[src/rtl/uart_tx_pkg.sv]
// Shared UART definitions: FSM state encoding, default bit timing and data widths.
// Kept separate so a future receiver can reuse the same encodings.
package uart_tx_pkg;

    localparam int unsigned DEFAULT_CLKS_PER_BIT = 434;
    localparam int unsigned DEFAULT_FIFO_DEPTH   = 4;
    localparam int unsigned DATA_W               = 8;
    localparam int unsigned BIT_IDX_W            = 3;

    typedef enum logic [1:0] {
        S_IDLE  = 2'd0,
        S_START = 2'd1,
        S_DATA  = 2'd2,
        S_STOP  = 2'd3
    } tx_state_e;

endpackage

[src/rtl/uart_tx_fifo.sv]
// Byte FIFO for the UART transmitter: power-of-two depth, wrapping pointers,
// occupancy count one bit wider than the pointers so full and empty are distinct.
module uart_tx_fifo
    import uart_tx_pkg::*;
#(
    parameter int unsigned DEPTH = DEFAULT_FIFO_DEPTH
) (
    input  logic                   i_clk,
    input  logic                   i_rst,
    input  logic                   i_push,
    input  logic [DATA_W-1:0]      i_data,
    input  logic                   i_pop,
    output logic [DATA_W-1:0]      o_data,
    output logic                   o_full,
    output logic                   o_empty,
    output logic [$clog2(DEPTH):0] o_count
);

    localparam int unsigned AW = $clog2(DEPTH);
    localparam int unsigned CW = AW + 1;

    logic [DATA_W-1:0] r_mem [DEPTH];
    logic [AW-1:0]     r_wr_ptr;
    logic [AW-1:0]     r_rd_ptr;
    logic [CW-1:0]     r_count;
    logic              w_do_push;
    logic              w_do_pop;

    assign o_full    = (r_count == CW'(DEPTH));
    assign o_empty   = (r_count == '0);
    assign o_count   = r_count;
    assign o_data    = r_mem[r_rd_ptr];
    assign w_do_push = i_push && !o_full;
    assign w_do_pop  = i_pop && !o_empty;

    // Pointers wrap naturally because DEPTH is a power of two.
    always_ff @(posedge i_clk) begin
        if (i_rst) begin
            r_wr_ptr <= '0;
            r_rd_ptr <= '0;
            r_count  <= '0;
        end else begin
            if (w_do_push) r_wr_ptr <= r_wr_ptr + AW'(1);
            if (w_do_pop)  r_rd_ptr <= r_rd_ptr + AW'(1);
            case ({w_do_push, w_do_pop})
                2'b10:   r_count <= r_count + CW'(1);
                2'b01:   r_count <= r_count - CW'(1);
                default: r_count <= r_count;
            endcase
        end
    end

    always_ff @(posedge i_clk) begin
        if (w_do_push) r_mem[r_wr_ptr] <= i_data;
    end

endmodule

[src/rtl/uart_tx.sv]
// 8N1 UART transmitter with a small input FIFO; frames are sent back to back
// while bytes are queued, and a write into a full FIFO is dropped and flagged.
module uart_tx
    import uart_tx_pkg::*;
#(
    parameter int unsigned CLKS_PER_BIT = DEFAULT_CLKS_PER_BIT,
    parameter int unsigned FIFO_DEPTH   = DEFAULT_FIFO_DEPTH
) (
    input  logic              clka,
    input  logic              rst,
    input  logic              tx_start,
    input  logic [DATA_W-1:0] tx_data,
    output logic              tx_ready,
    output logic              txd,
    output logic              busy,
    output logic              tx_overflow
);

    localparam int unsigned BAUD_W = $clog2(CLKS_PER_BIT);
    localparam int unsigned CNT_W  = $clog2(FIFO_DEPTH) + 1;
    localparam logic [BAUD_W-1:0]    BAUD_LAST = BAUD_W'(CLKS_PER_BIT - 1);
    localparam logic [BIT_IDX_W-1:0] LAST_BIT  = BIT_IDX_W'(DATA_W - 1);

    tx_state_e            r_state;
    tx_state_e            w_state_next;
    logic [BAUD_W-1:0]    r_baud;
    logic [BAUD_W-1:0]    w_baud_next;
    logic [BIT_IDX_W-1:0] r_bit_idx;
    logic [BIT_IDX_W-1:0] w_bit_idx_next;
    logic [DATA_W-1:0]    r_shift;
    logic [DATA_W-1:0]    w_fifo_data;
    logic                 r_txd;
    logic                 w_txd_next;
    logic                 r_busy;
    logic                 w_busy_next;
    logic                 r_overflow;
    logic                 w_push;
    logic                 w_pop;
    logic                 w_full;
    logic                 w_empty;
    logic                 w_baud_done;
    logic [CNT_W-1:0]     w_count;
    logic [CNT_W-1:0]     w_count_next;

    uart_tx_fifo #(
        .DEPTH (FIFO_DEPTH)
    ) u_fifo (
        .i_clk   (clka),
        .i_rst   (rst),
        .i_push  (w_push),
        .i_data  (tx_data),
        .i_pop   (w_pop),
        .o_data  (w_fifo_data),
        .o_full  (w_full),
        .o_empty (w_empty),
        .o_count (w_count)
    );

    // Ready depends only on the registered count, never on tx_start.
    assign tx_ready    = !w_full;
    assign w_push      = tx_start && !w_full;
    assign w_baud_done = (r_baud == BAUD_LAST);

    always_comb begin
        w_count_next = w_count;
        case ({w_push, w_pop})
            2'b10:   w_count_next = w_count + CNT_W'(1);
            2'b01:   w_count_next = w_count - CNT_W'(1);
            default: w_count_next = w_count;
        endcase
    end

    assign w_busy_next = (w_state_next != S_IDLE) || (w_count_next != '0);

    // Next-state logic; txd is computed from the next state so the line changes on the transition edge.
    always_comb begin
        w_state_next   = r_state;
        w_baud_next    = r_baud + BAUD_W'(1);
        w_bit_idx_next = r_bit_idx;
        w_pop          = 1'b0;
        w_txd_next     = 1'b1;
        case (r_state)
            S_IDLE: begin
                w_baud_next = '0;
                if (!w_empty) begin
                    w_pop        = 1'b1;
                    w_state_next = S_START;
                end
            end
            S_START: begin
                if (w_baud_done) begin
                    w_baud_next    = '0;
                    w_bit_idx_next = '0;
                    w_state_next   = S_DATA;
                end
            end
            S_DATA: begin
                if (w_baud_done) begin
                    w_baud_next = '0;
                    if (r_bit_idx == LAST_BIT) begin
                        w_bit_idx_next = '0;
                        w_state_next   = S_STOP;
                    end else begin
                        w_bit_idx_next = r_bit_idx + BIT_IDX_W'(1);
                    end
                end
            end
            S_STOP: begin
                if (w_baud_done) begin
                    w_baud_next = '0;
                    if (!w_empty) begin
                        w_pop        = 1'b1;
                        w_state_next = S_START;
                    end else begin
                        w_state_next = S_IDLE;
                    end
                end
            end
            default: begin
                w_baud_next  = '0;
                w_state_next = S_IDLE;
            end
        endcase
        case (w_state_next)
            S_START: w_txd_next = 1'b0;
            S_DATA:  w_txd_next = r_shift[w_bit_idx_next];
            default: w_txd_next = 1'b1;
        endcase
    end

    always_ff @(posedge clka) begin
        if (rst) begin
            r_state    <= S_IDLE;
            r_baud     <= '0;
            r_bit_idx  <= '0;
            r_shift    <= '0;
            r_txd      <= 1'b1;
            r_busy     <= 1'b0;
            r_overflow <= 1'b0;
        end else begin
            r_state   <= w_state_next;
            r_baud    <= w_baud_next;
            r_bit_idx <= w_bit_idx_next;
            r_txd     <= w_txd_next;
            r_busy    <= w_busy_next;
            if (w_pop) r_shift <= w_fifo_data;
            if (tx_start && w_full) r_overflow <= 1'b1;
        end
    end

    assign txd         = r_txd;
    assign busy        = r_busy;
    assign tx_overflow = r_overflow;

endmodule

[config.mk]
export PLATFORM = sky130hd
export DESIGN_NAME = uart_tx
export DESIGN_NICKNAME = d
export VERILOG_FILES = /design/src/rtl/uart_tx_pkg.sv /design/src/rtl/uart_tx_fifo.sv /design/src/rtl/uart_tx.sv
export SDC_FILE = /design/constraint.sdc
export NUM_CORES = 1
export LEC_CHECK = 0
export ABC_CLOCK_PERIOD_IN_PS = 5350
export CAP_MARGIN = 0
export CORE_MARGIN = 5
export CORE_UTILIZATION = 45
export CTS_CLUSTER_SIZE = 40
export DETAILED_ROUTE_END_ITERATION = 10
export PLACE_DENSITY = 0.62
export REMOVE_ABC_BUFFERS = 1
export SYNTH_ARGS = -nofsm -noshare
export SYNTH_HDL_FRONTEND = slang
export SYNTH_SLANG_ARGS = --single-unit
[constraint.sdc]
create_clock -name clka -period 5.35 [get_ports clka]
set_input_delay 0.535 -clock clka [delete_from_list [all_inputs] [get_ports clka]]
set_output_delay 0.535 -clock clka [all_outputs]
set_load 0.05 [all_outputs]
==> results of run 1 <==
## report_power, final
part / leakage (nW) / switching, mW / total [mW] / internal [mW]
registers: 0.555 / 0.0615 / 0.658 / 0.596
clock network: 0.111 / 0.198 / 0.466 / 0.268
logic: 0.610 / 0.288 / 0.517 / 0.228
total: 1.28 / 0.548 / 1.64 / 1.09
## final cells by class
class / instances / area, um^2 / area share (%)
inverter: 17 / 63.81 / 1.844
sequential: 64 / 1602 / 46.29
clock buffer: 9 / 123.9 / 3.580
clock inverter: 7 / 102.6 / 2.966
multi-input combinational: 163 / 1331 / 38.48
timing repair buffer: 14 / 140.1 / 4.051
tap: 77 / 96.34 / 2.785
## metal layers
metal	up-vias	track usage, %	share of wire (%)
met5	-	0	0
met4	0	5.693	1.1
met3	7	3.928	3.6
met2	35	22.08	48
met1	921	17.49	47
li1	957	-	-
## state kept, by name (all words and copies together) (netlist names), 2 cells and up
name	cells
r_baud	9
r_bit_idx	3
r_shift	8
r_state	2
u_fifo.o_count	3
u_fifo.r_mem	32
u_fifo.r_rd_ptr	2
u_fifo.r_wr_ptr	2
## cells by family after synthesis
family          Yosys count  share of synthesized area, %
compound gates           39                         9.339
fa+ha+maj                19                         7.851
mux                      18                         9.421
flops                    64                         52.89
buf+inv                  24                         3.140
xor+xnor                 12                         3.471
simple gates             75                         13.88
## path summary, 6_finish.rpt
kind | start | end | cells after the start
min reg2reg | tx_overflow | tx_overflow | 2
min | tx_overflow | tx_overflow | 2
max | r_baud[0] | busy | 12
max reg2reg | r_baud[0] | busy | 12
## layout by cell type, fill, tap and decap left out, types with 3 or more instances in the layout
cell type and instances:
nor2_1 36, mux2i_1 9, o21ai_0 8, clkbuf_8 9, xor2_1 5, nand2_1 9, xnor2_1 7, mux4_2 8
o221ai_1 3, nor3_1 3, and3_1 5, ha_1 19, a31oi_1 4, nand3_1 6, edfxtp_1 32, a21oi_1 5
inv_1 17, inv_6 3, dfxtp_1 32, clkdlybuf4s50_1 14
## per-stage QoR
stage / area, um^2 / utilization [%] / setup WS (ps) / hold slack (ps) / power, mW
after floorplan: 2997 / - / 2615 / 445.2 / 1.058
after global placement: 3233 / 50.06 / 2248 / 449.4 / 1.179
after detailed placement: 3233 / 50.06 / 2217 / 461.5 / 1.190
after CTS: 3460 / 53.56 / 2192 / 487.4 / 1.665
after global routing: 3460 / 53.56 / 1878 / 530.3 / 1.758
final: 3460 / 53.56 / 2229 / 482.2 / 1.640
## worst register-to-register path, stage by stage (launching register included)
cell and delay (ps):
dfxtp_1 400, ha_1 230, and4b_2 330, a31oi_1 150, nor3_2 870, inv_1 110
ha_1 260, inv_1 60, a32oi_1 90, a21oi_1 160, a21oi_1 70, o21ai_0 150
a31oi_1 90
==> results.py, run 1 <==
metrics = {
    "yosys": {
        "ys_warn_count": 0,
        "ys_ff_latch": 64,
        "synth_common_cells": "nor2_1 (36), dfxtp_1 (32), edfxtp_1 (32), ha_1 (19), inv_1 (17)",
        "synth-async-reset-ratio_pct": 0,
        "synth.most_common_cell": "nor2_1",
        "yosysTopAreaCell": "edfxtp_1",
        "avgSynthCellArea_um2": 12.06,
        "postSynthCellCount": 251,
        "synth_ff_type": "edfxtp_1",
        "yosysTopAreaCellShare_pct": 31.74,
        "ys_seq_area_share_pct": 52.89,
        "syn-cell-area_mm2": 0.003028,
        "yosysUniqueCellTypes": 52,
        "synth_edf_count": 32,
        "synth.area.top_cells": "edfxtp_1 (32%), dfxtp_1 (21%), ha_1 (7.9%)",
    },
    "clock_network": {
        "cts_max_level": 3,
        "root_buffer": "clkbuf_8",
        "cts_setup_buffers": 0,
        "cts_hold_buf": 0,
        "cts_tree": "done",
        "clkLatencyLatePin_ps": 330,
        "clkTransAtPathRegs_ps": 80,
        "clock_sinks": 64,
        "cts_inserted_buffers": 9,
        "cts_buffer_depth": 2,
        "cts_resized": 0,
    },
    "timing": {
        "clock_skew_ps": 8.265,
        "max_freq_ghz": 0.3205,
        "period_minus_slack_ps": 3121,
        "fin_setup_tns_ps": 0,
        "finalSetupViolCount": 0,
        "finalCritPeriodShare_pct": 58.33,
        "drv_slew": 0,
        "rsz0062_at_grt": "no",
        "worstMarginPinSlew_ps": 1081,
        "max_slew_margin_pct": 27.56,
        "finalHoldViolCount": 0,
    },
    "critical_path": {
        "start_kind": "flop",
        "cpMaxStageDelayCell": "nor3_2",
        "path_cells": "ha_1 -> and4b_2 -> a31oi_1 -> nor3_2 -> inv_1 -> ha_1 -> inv_1 -> a32oi_1 -> a21oi_1 -> a21oi_1 -> o21ai_0 -> a31oi_1",
        "r2r_setup_slack_ps": 2230,
        "critical_path.top_delay_family": "simple AND/OR/NAND/NOR gates",
        "worstPathRequired_ps": 5530,
        "crit_fanout": 12,
        "critPathCaptureType": "flop",
        "slowest_delay_ps": 870,
        "path_buf_inv": 2,
        "critical_path_class": "flop to flop",
        "cp.arrival_ps": 3300,
    },
    "routing": {
        "drt_iter0_drc": 95,
        "via_per_inst": 5.470,
        "vias": 1920,
        "drc": 0,
        "ant_nets": 0,
        "wl_per_cell_um": 15.15,
        "totalWireLength_um": 5318,
        "dr.pass1.iters": 4,
    },
    "run": {
        "maxCapViolCount": 0,
    },
    "grt": {
        "grt_use_total_pct": 13.75,
        "grt_overflow": 0,
        "antenna_found_initial": 0,
        "grt_pass1_wl_um": 9094,
        "grt_pass1_vias": 1827,
        "grt_max_degree": 24,
    },
    "final_layout": {
        "diodes": 0,
        "final_nets": 299,
        "num-fill-cells": 556,
        "instances_no_fill": 351,
        "syn_to_final_growth_pct": 14.26,
        "drive_gt1_share_pct": 12.77,
    },
    "die": {
        "die_w_um": 92.03,
        "pin_count": 15,
        "dieArea_mm2": 0.008470,
        "core_mm2": 0.006459,
        "num_rows": 29,
        "start_util_pct": 46.88,
        "die_h_um": 92.03,
    },
    "place": {
        "gp_congestion": 0.8006,
        "io_buffers": 14,
        "dp_cells": 335,
        "post-dp-hpwl_um": 3755,
    },
    "status": {
        "status": "completed",
    },
    "power": {
        "ir_drop_mv": 0.2152,
        "power_density_mw_per_mm2": 474.0,
        "leakage_nw": 1.275,
    },
    "min_path": {
        "holdCritPathClass": "flop to flop",
    },
}
(Power assumes the default switching activity.)
==> inputs of run 2 (changes only) <==
--- a/config.mk
+++ b/config.mk
@@ -5,13 +5,13 @@
 export SDC_FILE = /design/constraint.sdc
 export NUM_CORES = 1
 export LEC_CHECK = 0
-export ABC_CLOCK_PERIOD_IN_PS = 5350
+export ABC_CLOCK_PERIOD_IN_PS = 2500
 export CAP_MARGIN = 0
 export CORE_MARGIN = 5
 export CORE_UTILIZATION = 45
 export CTS_CLUSTER_SIZE = 40
 export DETAILED_ROUTE_END_ITERATION = 10
-export PLACE_DENSITY = 0.62
+export PLACE_DENSITY = 0.64
 export REMOVE_ABC_BUFFERS = 1
 export SYNTH_ARGS = -nofsm -noshare
 export SYNTH_HDL_FRONTEND = slang
==> constraint.sdc (replaced) <==
create_clock -name clka -period 2.5 [get_ports clka]
set_input_delay 0.25 -clock clka [delete_from_list [all_inputs] [get_ports clka]]
set_output_delay 0.25 -clock clka [all_outputs]
set_load 0.05 [all_outputs]
==> run 2 against run 1 <==
Highest routed layer unchanged. Final cell count up 1.7%. First-iteration DRC count shrank 38%. Wire length rose by 2.5%. Register-to-register slack got worse by 2100 ps. Worst setup slack worse by 2100 ps. Largest cell class unchanged. Non-clock buffer count grew 6. Clock power is 82% higher.
==> results.py, run 2 (synthesis results as in run 1) <==
metrics = {
    "status": {
        "status": "completed",
    },
    "final_layout": {
        "syn_to_final_growth_pct": 15.50,
        "reg.largest.list": "u_fifo.r_mem x32, r_baud x9, r_shift x8",
        "regArea_mm2": 0.001603,
        "num-fill-cells": 570,
        "layout_commonest_cell": "nor2_1",
        "largest_reg_flops": 32,
        "multi_input_area_mm2": 0.001361,
        "drive_gt1_share_pct": 15.71,
        "top_register": "u_fifo.r_mem",
        "mostFrequentLayoutCells": "nor2_1 (36), edfxtp_1 (32), dfxtp_1 (31), inv_1 (17), ha_1 (17)",
        "diodes": 0,
        "final_nets": 305,
    },
    "place": {
        "post-dp-hpwl_um": 3942,
        "io_buffers": 14,
        "dpl_worst_slack_ps": 131.3,
        "gp_congestion": 0.8596,
    },
    "grt": {
        "grt_max_degree": 23,
        "grt_overflow": 0,
        "grt_pass1_vias": 1937,
        "grt_use_total_pct": 14.23,
        "antenna_found_initial": 0,
        "grt_pass1_wl_um": 9294,
    },
    "clock_network": {
        "cts_buffer_depth": 2,
        "cts_hold_buf": 0,
        "clock_sinks": 64,
        "clkTransAtPathRegs_ps": 70,
        "cts_setup_buffers": 0,
        "cts_max_level": 3,
        "cts_tree": "done",
        "root_buffer": "clkbuf_8",
        "cts_inserted_buffers": 9,
        "clkLatencyLatePin_ps": 340,
    },
    "routing": {
        "ant_nets": 0,
        "drt_iter0_drc": 59,
        "vias": 1929,
        "wl_per_cell_um": 15.27,
        "totalWireLength_um": 5451,
        "route.top_layer_used": "met4",
        "route.met3.wl_um": 210,
        "drc": 0,
        "met2_length_um": 2751,
        "dr.pass1.iters": 4,
        "met1_length_um": 2411,
        "via_per_inst": 5.403,
    },
    "critical_path": {
        "cpMaxStageDelayCell": "dfxtp_1",
        "path_cells": "ha_1 -> ha_1 -> nand4bb_1 -> o32ai_2 -> nor2_2 -> mux2_4 -> o311ai_2 -> a41oi_1",
        "startpoint": "r_bit_idx[0]",
        "regToRegStartpoint": "r_bit_idx[0]",
        "path_buf_inv": 0,
        "cp.arrival_ps": 2540,
        "critPathCaptureType": "flop",
        "timing.critical_path.mode_cell": "ha_1",
        "worstPathRequired_ps": 2700,
        "critical_path_class": "flop to flop",
        "start_kind": "flop",
        "crit_fanout": 5,
        "slowest_delay_ps": 350,
        "critical_path.top_delay_family": "compound AO/OA/AOI/OAI gates",
    },
    "timing": {
        "period_minus_slack_ps": 2334,
        "finalSetupViolCount": 0,
        "max_slew_margin_pct": 58.88,
        "finalHoldViolCount": 0,
        "fin_ws_ps": 166.0,
        "drv_slew": 0,
        "finalCritPeriodShare_pct": 93.36,
        "worstMarginPinSlew_ps": 616.0,
        "clock_skew_ps": 13.28,
        "rsz0062_at_grt": "no",
        "holdWs_ps": 449.2,
        "max_freq_ghz": 0.4284,
    },
    "die": {
        "dieArea_mm2": 0.008470,
        "core_mm2": 0.006459,
        "die_w_um": 92.03,
        "die_h_um": 92.03,
        "pin_count": 15,
        "start_util_pct": 46.88,
        "num_rows": 29,
    },
    "power": {
        "ir_drop_mv": 0.4983,
        "power_density_mw_per_mm2": 980.9,
        "finalPower_mw": 3.430,
        "leakage_nw": 1.292,
    },
    "run": {
        "maxCapViolCount": 0,
    },
    "min_path": {
        "hp-start": "r_baud[0]",
        "holdCritPathClass": "flop to flop",
    },
}
==> run 2: cell types whose count changed in the layout (fill, tap and decap cells not counted), moves of 2 or more <==
cell	change
ha_1	-2
inv_6	-2
clkinv_2	+2
buf_4	+6
==> run 2: final timing paths <==
path          endpoint  slack [ps]  depth (start not counted)
min reg2reg  r_baud[0]         450                          1
max reg2reg        txd         170                          8
max                txd         170                          8
min          r_baud[0]         450                          1
==> run 2: report_power, final <==
part | total [mW] | switching (mW) | internal, mW
Clock | 0.847 | 0.390 | 0.457
Sequential | 1.41 | 0.131 | 1.28
Combinational | 1.18 | 0.637 | 0.539
Total | 3.43 | 1.16 | 2.27
==> run 2: per-stage QoR <==
step,setup TNS (ps),instance area (um^2),utilization (%),instances
floorplan,-234.9,2997,-,244
global placement,0,3278,50.76,341
detailed placement,0,3278,50.76,341
CTS,0,3466,53.66,357
global route,0,3497,54.15,357
finish,0,3497,54.15,357
==> run 2: per-layer routing <==
metal / up-vias / track usage (%)
met1: 928 / 16.84
met5: - / 0
met2: 31 / 23.54
met4: 0 / 6.064
met3: 5 / 4.992
li1: 965 / -
==> run 2: area by class of cell <==
class / count / share of cell area (%)
sequential: 64 / 45.83
clock buffer: 10 / 3.649
inverter: 17 / 1.825
tap: 77 / 2.755
timing repair buffer: 20 / 5.295
multi-input combinational: 163 / 38.93
clock inverter: 6 / 1.717
==> run 2: what timing repair did <==
item | 4_1_cts | 5_1_grt
endpoints found under the setup margin | 0 | 2
hold endpoints to repair | 0 | 0
gates resized for setup | 0 | 8
